File: src/rtl/sprite_rom_arbiter.sv
// Sprite ROM arbiter: shares one sprite ROM between the duck and dog requesters with
// round-robin tie-breaking, tagged data return and a per-frame conflict counter.
module sprite_rom_arbiter #(
    parameter int ADDR_W  = 16,
    parameter int DATA_W  = 8,
    parameter int ROM_LAT = 1
) (
    input  logic              Clk,
    input  logic              Reset,
    input  logic              frame_clk,
    input  logic              duck_req,
    input  logic [ADDR_W-1:0] duck_addr,
    input  logic              dog_req,
    input  logic [13:0]       dog_addr,
    output logic              duck_gnt,
    output logic              dog_gnt,
    output logic [ADDR_W-1:0] rom_addr,
    output logic              rom_rd,
    input  logic [DATA_W-1:0] rom_q,
    output logic [DATA_W-1:0] duck_rdata,
    output logic [DATA_W-1:0] dog_rdata,
    output logic              duck_rvalid,
    output logic              dog_rvalid,
    output logic [15:0]       conflict_cnt
);

    typedef enum logic {
        GNT_DUCK = 1'b0,
        GNT_DOG  = 1'b1
    } gnt_e;

    gnt_e              r_last_gnt;
    logic [ADDR_W-1:0] r_rom_addr;
    logic              r_rom_rd;
    logic [ROM_LAT:0]  r_tag_vld;
    logic [ROM_LAT:0]  r_tag_dog;
    logic [DATA_W-1:0] r_duck_rdata;
    logic [DATA_W-1:0] r_dog_rdata;
    logic              r_duck_rvalid;
    logic              r_dog_rvalid;
    logic              r_frame_prev;
    logic [15:0]       r_conf_ctr;
    logic [15:0]       r_conflict_cnt;

    logic              w_duck_gnt;
    logic              w_dog_gnt;
    logic              w_any_gnt;
    logic              w_ret_duck;
    logic              w_ret_dog;
    logic              w_conflict;
    logic              w_frame_rise;
    logic [15:0]       w_conf_next;
    logic [ADDR_W-1:0] w_dog_addr_ext;

    assign w_dog_addr_ext = ADDR_W'(dog_addr);

    // NOTE: every output of this block gets a default first, so no path can infer a latch.
    always_comb begin
        w_duck_gnt = 1'b0;
        w_dog_gnt  = 1'b0;
        if (Reset) begin
            if (duck_req && (!dog_req || r_last_gnt == GNT_DOG)) begin
                w_duck_gnt = 1'b1;
            end else if (dog_req) begin
                w_dog_gnt = 1'b1;
            end
        end
    end

    assign w_any_gnt = w_duck_gnt | w_dog_gnt;

    // NOTE: state updates use non-blocking assignments so all registers see pre-edge values.
    always_ff @(posedge Clk) begin
        if (!Reset) begin
            r_last_gnt <= GNT_DOG;
            r_rom_addr <= '0;
            r_rom_rd   <= 1'b0;
        end else begin
            r_rom_rd <= w_any_gnt;
            if (w_duck_gnt) begin
                r_rom_addr <= duck_addr;
                r_last_gnt <= GNT_DUCK;
            end else if (w_dog_gnt) begin
                r_rom_addr <= w_dog_addr_ext;
                r_last_gnt <= GNT_DOG;
            end
        end
    end

    // Tag stage k describes the read whose address left the arbiter k cycles ago;
    // stage ROM_LAT lines up with the matching rom_q word.
    assign w_ret_duck = r_tag_vld[ROM_LAT] & ~r_tag_dog[ROM_LAT];
    assign w_ret_dog  = r_tag_vld[ROM_LAT] &  r_tag_dog[ROM_LAT];

    // NOTE: the tag pipeline is small control state, so it is reset to drop in-flight reads.
    always_ff @(posedge Clk) begin
        if (!Reset) begin
            r_tag_vld     <= '0;
            r_tag_dog     <= '0;
            r_duck_rdata  <= '0;
            r_dog_rdata   <= '0;
            r_duck_rvalid <= 1'b0;
            r_dog_rvalid  <= 1'b0;
        end else begin
            r_tag_vld     <= {r_tag_vld[ROM_LAT-1:0], w_any_gnt};
            r_tag_dog     <= {r_tag_dog[ROM_LAT-1:0], w_dog_gnt};
            r_duck_rvalid <= w_ret_duck;
            r_dog_rvalid  <= w_ret_dog;
            if (w_ret_duck) begin
                r_duck_rdata <= rom_q;
            end
            if (w_ret_dog) begin
                r_dog_rdata <= rom_q;
            end
        end
    end

    assign w_conflict   = duck_req & dog_req;
    assign w_frame_rise = frame_clk & ~r_frame_prev;
    assign w_conf_next  = (w_conflict && r_conf_ctr != 16'hFFFF) ? r_conf_ctr + 16'd1 : r_conf_ctr;

    // The edge cycle's own conflict belongs to the frame that is closing.
    always_ff @(posedge Clk) begin
        if (!Reset) begin
            r_frame_prev   <= 1'b1;
            r_conf_ctr     <= '0;
            r_conflict_cnt <= '0;
        end else begin
            r_frame_prev <= frame_clk;
            if (w_frame_rise) begin
                r_conflict_cnt <= w_conf_next;
                r_conf_ctr     <= '0;
            end else begin
                r_conf_ctr <= w_conf_next;
            end
        end
    end

    assign duck_gnt     = w_duck_gnt;
    assign dog_gnt      = w_dog_gnt;
    assign rom_addr     = r_rom_addr;
    assign rom_rd       = r_rom_rd;
    assign duck_rdata   = r_duck_rdata;
    assign dog_rdata    = r_dog_rdata;
    assign duck_rvalid  = r_duck_rvalid;
    assign dog_rvalid   = r_dog_rvalid;
    assign conflict_cnt = r_conflict_cnt;

endmodule

File: config.mk
export PLATFORM = sky130hd
export DESIGN_NAME = sprite_rom_arbiter
export DESIGN_NICKNAME = d
export VERILOG_FILES = /design/src/rtl/sprite_rom_arbiter.sv
export SDC_FILE = /design/constraint.sdc
export NUM_CORES = 1
export LEC_CHECK = 0
export ABC_AREA = 1
export CAP_MARGIN = 5
export CORE_ASPECT_RATIO = 1.1
export CORE_UTILIZATION = 40
export DETAILED_ROUTE_END_ITERATION = 6
export PLACE_DENSITY = 0.73
export SYNTH_ARGS = -nofsm -noshare
export SYNTH_HDL_FRONTEND = slang
export SYNTH_SLANG_ARGS = --single-unit
File: constraint.sdc
create_clock -name Clk -period 1.5 [get_ports Clk]
set_input_delay 0.375 -clock Clk [delete_from_list [all_inputs] [get_ports Clk]]
set_output_delay 0.375 -clock Clk [all_outputs]
set_load 0.01 [all_outputs]
After elaboration in Yosys (flattened, before gate mapping)
Index checks and enable logic that the tools add are counted.
Widths: inputs -> output; s select.
{"block": "word_totals", "regBits": 73, "input_bits": 43, "out_inout_bits": 53, "wordCells": 38}
{"block": "op_classes", "add_sub_neg": 1, "n_eq_ne": 1, "mux": 10, "n_bitwise": 8, "n_reduce_logical": 6}
{"cell": "$mux 16", "n": 3}
{"cell": "$add 16x1->16 const B", "n": 1}
{"cell": "$ne 16x16->1 const B", "n": 1}
{"cell": "$mux 1", "n": 7}
{"cell": "$and 1x1->1", "n": 4}
{"cell": "$not 1->1", "n": 3}
{"cell": "$logic_and 1x1->1", "n": 2}
{"cell": "$reduce_bool 2->1", "n": 1}
{"cell": "$reduce_or 2->1", "n": 1}
{"cell": "$logic_not 1->1", "n": 1}
{"cell": "$logic_or 1x1->1", "n": 1}
{"cell": "$or 1x1->1", "n": 1}

Logic depth before layout (Yosys ltp)
{"block": "logic_depth", "depth_word": 7, "depth_mapped": 10, "mapped_depth_nobuf": 10}

Worst setup path before layout
OpenSTA, ideal clock, no wires.
{"block": "synth_timing", "path_kind": "register to register", "startpoint": "reg r_conf_ctr[0]", "endpoint": "reg r_conflict_cnt[12], in the netlist conflict_cnt[12]", "setup_time_ps": 112, "t_arrival_ps": 1228, "required_time_ps": 1388, "setup_slack_ps": 160, "stages_incl_launch_ff": 11, "path_buffers": 0, "synth_period_minus_slack_ps": 1340, "cell_sequence": "dfxtp_1 ha_1 nand3_2 inv_1 nand2_1 nor2_4 nand3_1 nand2_1 nand2_1 nand2_1 nand2_1"}
{"block": "synth_via", "elab_chain_cells": 3, "elab_cells_between_ends": 4, "cone_classes": "add/sub: 1; eq/ne: 1; mux: 1; reduce/logical: 1"}
{"item": "start: declaration", "line_no": "42", "source": "logic [15:0] r_conf_ctr;"}
{"item": "start signal: assignment", "line_no": "134", "source": "r_conf_ctr <= w_conf_next;"}
{"item": "branches (longest 2 deep; another with $add 16x1->16)"}
{"item": "$mux 16 (*)", "line_no": "120", "source": "assign w_conf_next = (w_conflict && r_conf_ctr != 16'hFFFF) ? r_conf_ctr + 16'd1 : r_conf_ctr;"}
{"item": "end signal: assignment", "line_no": "131", "source": "r_conflict_cnt <= w_conf_next;"}
{"item": "end: declaration", "line_no": "43", "source": "logic [15:0] r_conflict_cnt;"}
Mark *: on every way between the ends.
A chain may end at the register's enable or synchronous reset.

Worst setup path in the final report
{"block": "layout_timing", "startpoint": "reg r_last_gnt", "endpoint": "out duck_gnt"}
{"block": "layout_via", "elab_chain_cells": 4}
{"item": "start: declaration", "line_no": "32", "source": "gnt_e r_last_gnt;"}
{"item": "start signal: assignment", "line_no": "75", "source": "r_last_gnt <= GNT_DOG;"}
{"item": "start signal: assignment", "line_no": "82", "source": "r_last_gnt <= GNT_DUCK;"}
{"item": "start signal: assignment", "line_no": "85", "source": "r_last_gnt <= GNT_DOG;"}
{"item": "$logic_or 1x1->1", "line_no": "62", "source": "if (duck_req && (!dog_req || r_last_gnt == GNT_DOG)) begin"}
{"item": "$logic_and 1x1->1", "line_no": "62"}
{"item": "$mux 1", "line_no": "62"}
{"item": "$mux 1", "line_no": "61", "source": "if (Reset) begin"}
{"item": "end: declaration", "line_no": "15", "source": "output logic duck_gnt,"}
No other way between the ends.

==> summary.txt <==
Drt
  • Iteration-0 DRC count of the detailed router: 112
  • Vias after detailed routing: 3080
  • 1st-pass router iterations: 4
  • Routed wire length on met2: 3.99 mm
  • Routed length on met3: 558 µm
  • Wire length on met1: 3.13 mm
  • Routed vias/inst: 4.87
  • Top layer reached by signal wires: met4
  • Routed Antenna Nets: 0
  • Total Routed Length: 7.83 mm
  • Wire length per cell after detailed routing: 12.4 µm
  • Post-route DRC: 0

Final layout
  • Number of antenna repair diodes: 0
  • Highest-count cells in the layout ignoring fill and taps: 131 x sky130_fd_sc_hd__nand2_1, 66 x sky130_fd_sc_hd__dfxtp_1, 56 x sky130_fd_sc_hd__nor2_1
  • Area growth from synthesis to layout: 47.0%
  • Final core utilization: 62.3%
  • Layout cells sized above 1: 18.1%
  • Most frequent standard cell in the layout excluding fill and tap cells: sky130_fd_sc_hd__nand2_1
  • Final net count: 586

Logic synthesis
  • Post-Synthesis Net Count: 459
  • Post-synthesis cell area: 3040 µm²
  • Cells after synthesis: 415
  • Flops & latches, synth: 72
  • Number of warnings issued by yosys: 0
  • Count of unique library cells instantiated by Yosys: 30
  • Synthesized area divided by synthesized cell count: 7.33 µm²
  • Part of the Yosys area used for sequential elements: 47.4%

Worst hold path
  • End point of the most critical hold path: r_tag_dog[1]
  • Hold Path Origin: r_tag_dog[0]
  • Path class of the lowest-slack min-delay path: reg2reg
  • Cells on Worst Hold Path: 2

Run
  • Max-cap violations: 0

Setup path
  • WP buf/inv: 3
  • Worst EP arrival: 1.07 ns
  • Data required time at the worst endpoint: 1.12 ns
  • Critical path startpoint category: flop
  • RR Endpoint: conflict_cnt[2]
  • Cells along the critical path: inv_2, nand2_2, nand3_2, inv_4, buf_6
  • Category of the most critical setup path: reg2out
  • Start of the worst register-to-register path: r_conf_ctr[13]
  • Max Fanout on Critical Path: 3
  • Kind of capture point of the worst setup path: primary output
  • Slowest cell on the critical path: sky130_fd_sc_hd__dfxtp_2
  • R2R setup slack: 0.12 ns
  • Kind of cell adding the most delay to the critical path: flip-flops
  • Worst r2r path cells: 10
  • Largest stage delay, worst path: 0.34 ns

Clock network
  • Num Clock Sinks: 72
  • H-Tree Depth: 3
  • Number of clock buffers inserted by TritonCTS: 9
  • CTS hold repair buffers: 0
  • Largest buffer count on any clock path: 2
  • Clock tree from TritonCTS: built
  • CTS Root Buffer Type: sky130_fd_sc_hd__clkbuf_8
  • Later-pin clock latency in the skew report: 0.35 ns
  • Clock transition at the registers of the reported paths: 0.08 ns

Global route
  • First-pass GRT wire length: 13.0 mm
  • Gr usage total: 20.8%
  • Via count of the first global-routing pass: 3024
  • Total grt overflow: 0
  • Antenna violations before repair: 0
  • Pin count of the biggest net entering global routing: 23

STA
  • Maximum clock rate: 0.693 GHz
  • Total of endpoints with negative setup slack in the final report: 0
  • Period minus WS final: 1.44 ns
  • Clock skew after layout: 0.0113 ns
  • Fin Setup TNS: 0 ns
  • Unrepaired setup endpoints after global routing: yes
  • Slew at the pin with the worst max-slew slack: 0.300 ns
  • Final count of hold timing violations: 0
  • Post-route fraction of the period consumed by the critical path: 96.3%
  • Slew Viols, Final: 0
  • Max-slew headroom at the worst pin: 79.8%
  • Final hold slack: 0.417 ns

Die
  • Area of the core: 7170 µm²
  • Starting utilization of the core area: 42.4%
  • Die Outline Area: 7950 µm²
  • Die Height: 93.4 µm
  • Width of the die: 85.1 µm
  • Top Ports: 96
  • Row count: 32

Place
  • DP HPWL: 5.82 mm
  • Input/output buffers: 95
  • RePlAce Congestion: 0.839

Power and ir drop
  • Maximum resistive drop on vdd: 491 µV
  • Leakage power: 2.18 nW
  • Power density relative to cell area: 897 nW/µm²

Outcome
  • Status: finished clean
flip-flops by register name, summed over array words and instances, names as in the netlist, 2 cells and up:
register,cells
rom_addr,16
r_tag_dog,2
duck_rdata,8
r_tag_vld,2
r_conf_ctr,16
dog_rdata,8
conflict_cnt,16
metrics by stage:
stage	total power (W)	std cells	area (µm²)	setup WS (ns)
after floorplan	0.00225	415	3040	0.160
after global routing	0.00420	632	4470	-0.0239
after CTS	0.00405	629	4390	0.00210
after global placement	0.00256	613	4250	-0.540
after detailed placement	0.00257	613	4250	-0.574
final	0.00401	632	4470	0.0560
metal layers:
metal	global-route usage, %	vias up
met2	35.4	82
met1	22.7	1410
met3	8.21	12
li1	-	1576
met4	9.60	0
met5	0	-
final cells by class:
type | count | area (µm²)
Inverter | 37 | 144
Fill cell | 678 | 2700
Sequential cell | 72 | 1450
Clock inverter | 6 | 68.8
Multi-Input combinational cell | 295 | 1450
Timing Repair Buffer | 127 | 1120
Tap cell | 85 | 106
Clock buffer | 10 | 128
worst register-to-register path, cell delays in order, from the launching register on:
cell	delay, ns
sky130_fd_sc_hd__dfxtp_1	0.37
sky130_fd_sc_hd__nand2_1	0.08
sky130_fd_sc_hd__inv_1	0.08
sky130_fd_sc_hd__nand2_1	0.12
sky130_fd_sc_hd__nor2_4	0.16
sky130_fd_sc_hd__nand2_8	0.13
sky130_fd_sc_hd__nand2_2	0.12
sky130_fd_sc_hd__nand2_1	0.07
sky130_fd_sc_hd__nand2_1	0.08
sky130_fd_sc_hd__nand2_1	0.05
sky130_fd_sc_hd__nand2_1	0.05
how the worst max path moves through the flow:
stage,from,to,slack [ns],cells past startpoint
after floorplan,r_conf_ctr[0],conflict_cnt[12],0.16,10
after global placement,Reset,duck_gnt,-0.54,4
after detailed placement,Reset,dog_gnt,-0.57,4
after CTS,r_last_gnt,duck_gnt,0.002,5
after global routing,r_conf_ctr[0],conflict_cnt[12],-0.02,10
final,r_last_gnt,duck_gnt,0.06,5
kinds of logic (layout without fill, tap and decap cells):
logic type	Yosys count	after routing	share of synthesized area, %
buffers and inverters	48	180	6.83
AND/OR/NAND/NOR	253	253	37.7
adder cells (fa/ha/maj)	1	1	0.411
XOR/XNOR	1	1	0.288
AO/OA/AOI/OAI	40	40	7.41
flip-flops	72	72	47.4
cell usage after synthesis (all sizes together):
| master | number | area, µm² |
|---|---|---|
| a21oi | 6 | 30.0 |
| a31oi | 14 | 87.6 |
| buf | 7 | 53.8 |
| clkbuf | 4 | 15.0 |
| clkinv | 2 | 7.51 |
| dfxtp | 72 | 1440 |
| ha | 1 | 12.5 |
| inv | 35 | 131 |
| nand2 | 140 | 543 |
| nand3 | 34 | 195 |
| nand3b | 2 | 18.8 |
| nand4 | 7 | 68.8 |
| nor2 | 65 | 277 |
| nor3 | 4 | 36.3 |
| o211ai | 1 | 7.51 |
| o21ai | 17 | 85.1 |
| o21bai | 2 | 15.0 |
| or2 | 1 | 6.26 |
| xor2 | 1 | 8.76 |
repair_timing:
action / CTS / global route
buffers inserted: 0 / 3
resized for setup: 69 / 19
endpoints found under the setup margin: 68 / 30
pin swaps: 1 / 3
where the power goes:
group	internal (W)	leakage [nW]	switching, W	total [W]
sequential	0.00198	0.588	0.0000348	0.00201
combinational	0.000251	1.50	0.000231	0.000482
clock	0.000777	0.0968	0.000735	0.00151
total	0.00301	2.18	0.00100	0.00401
Power figures use the tool's default switching activity.
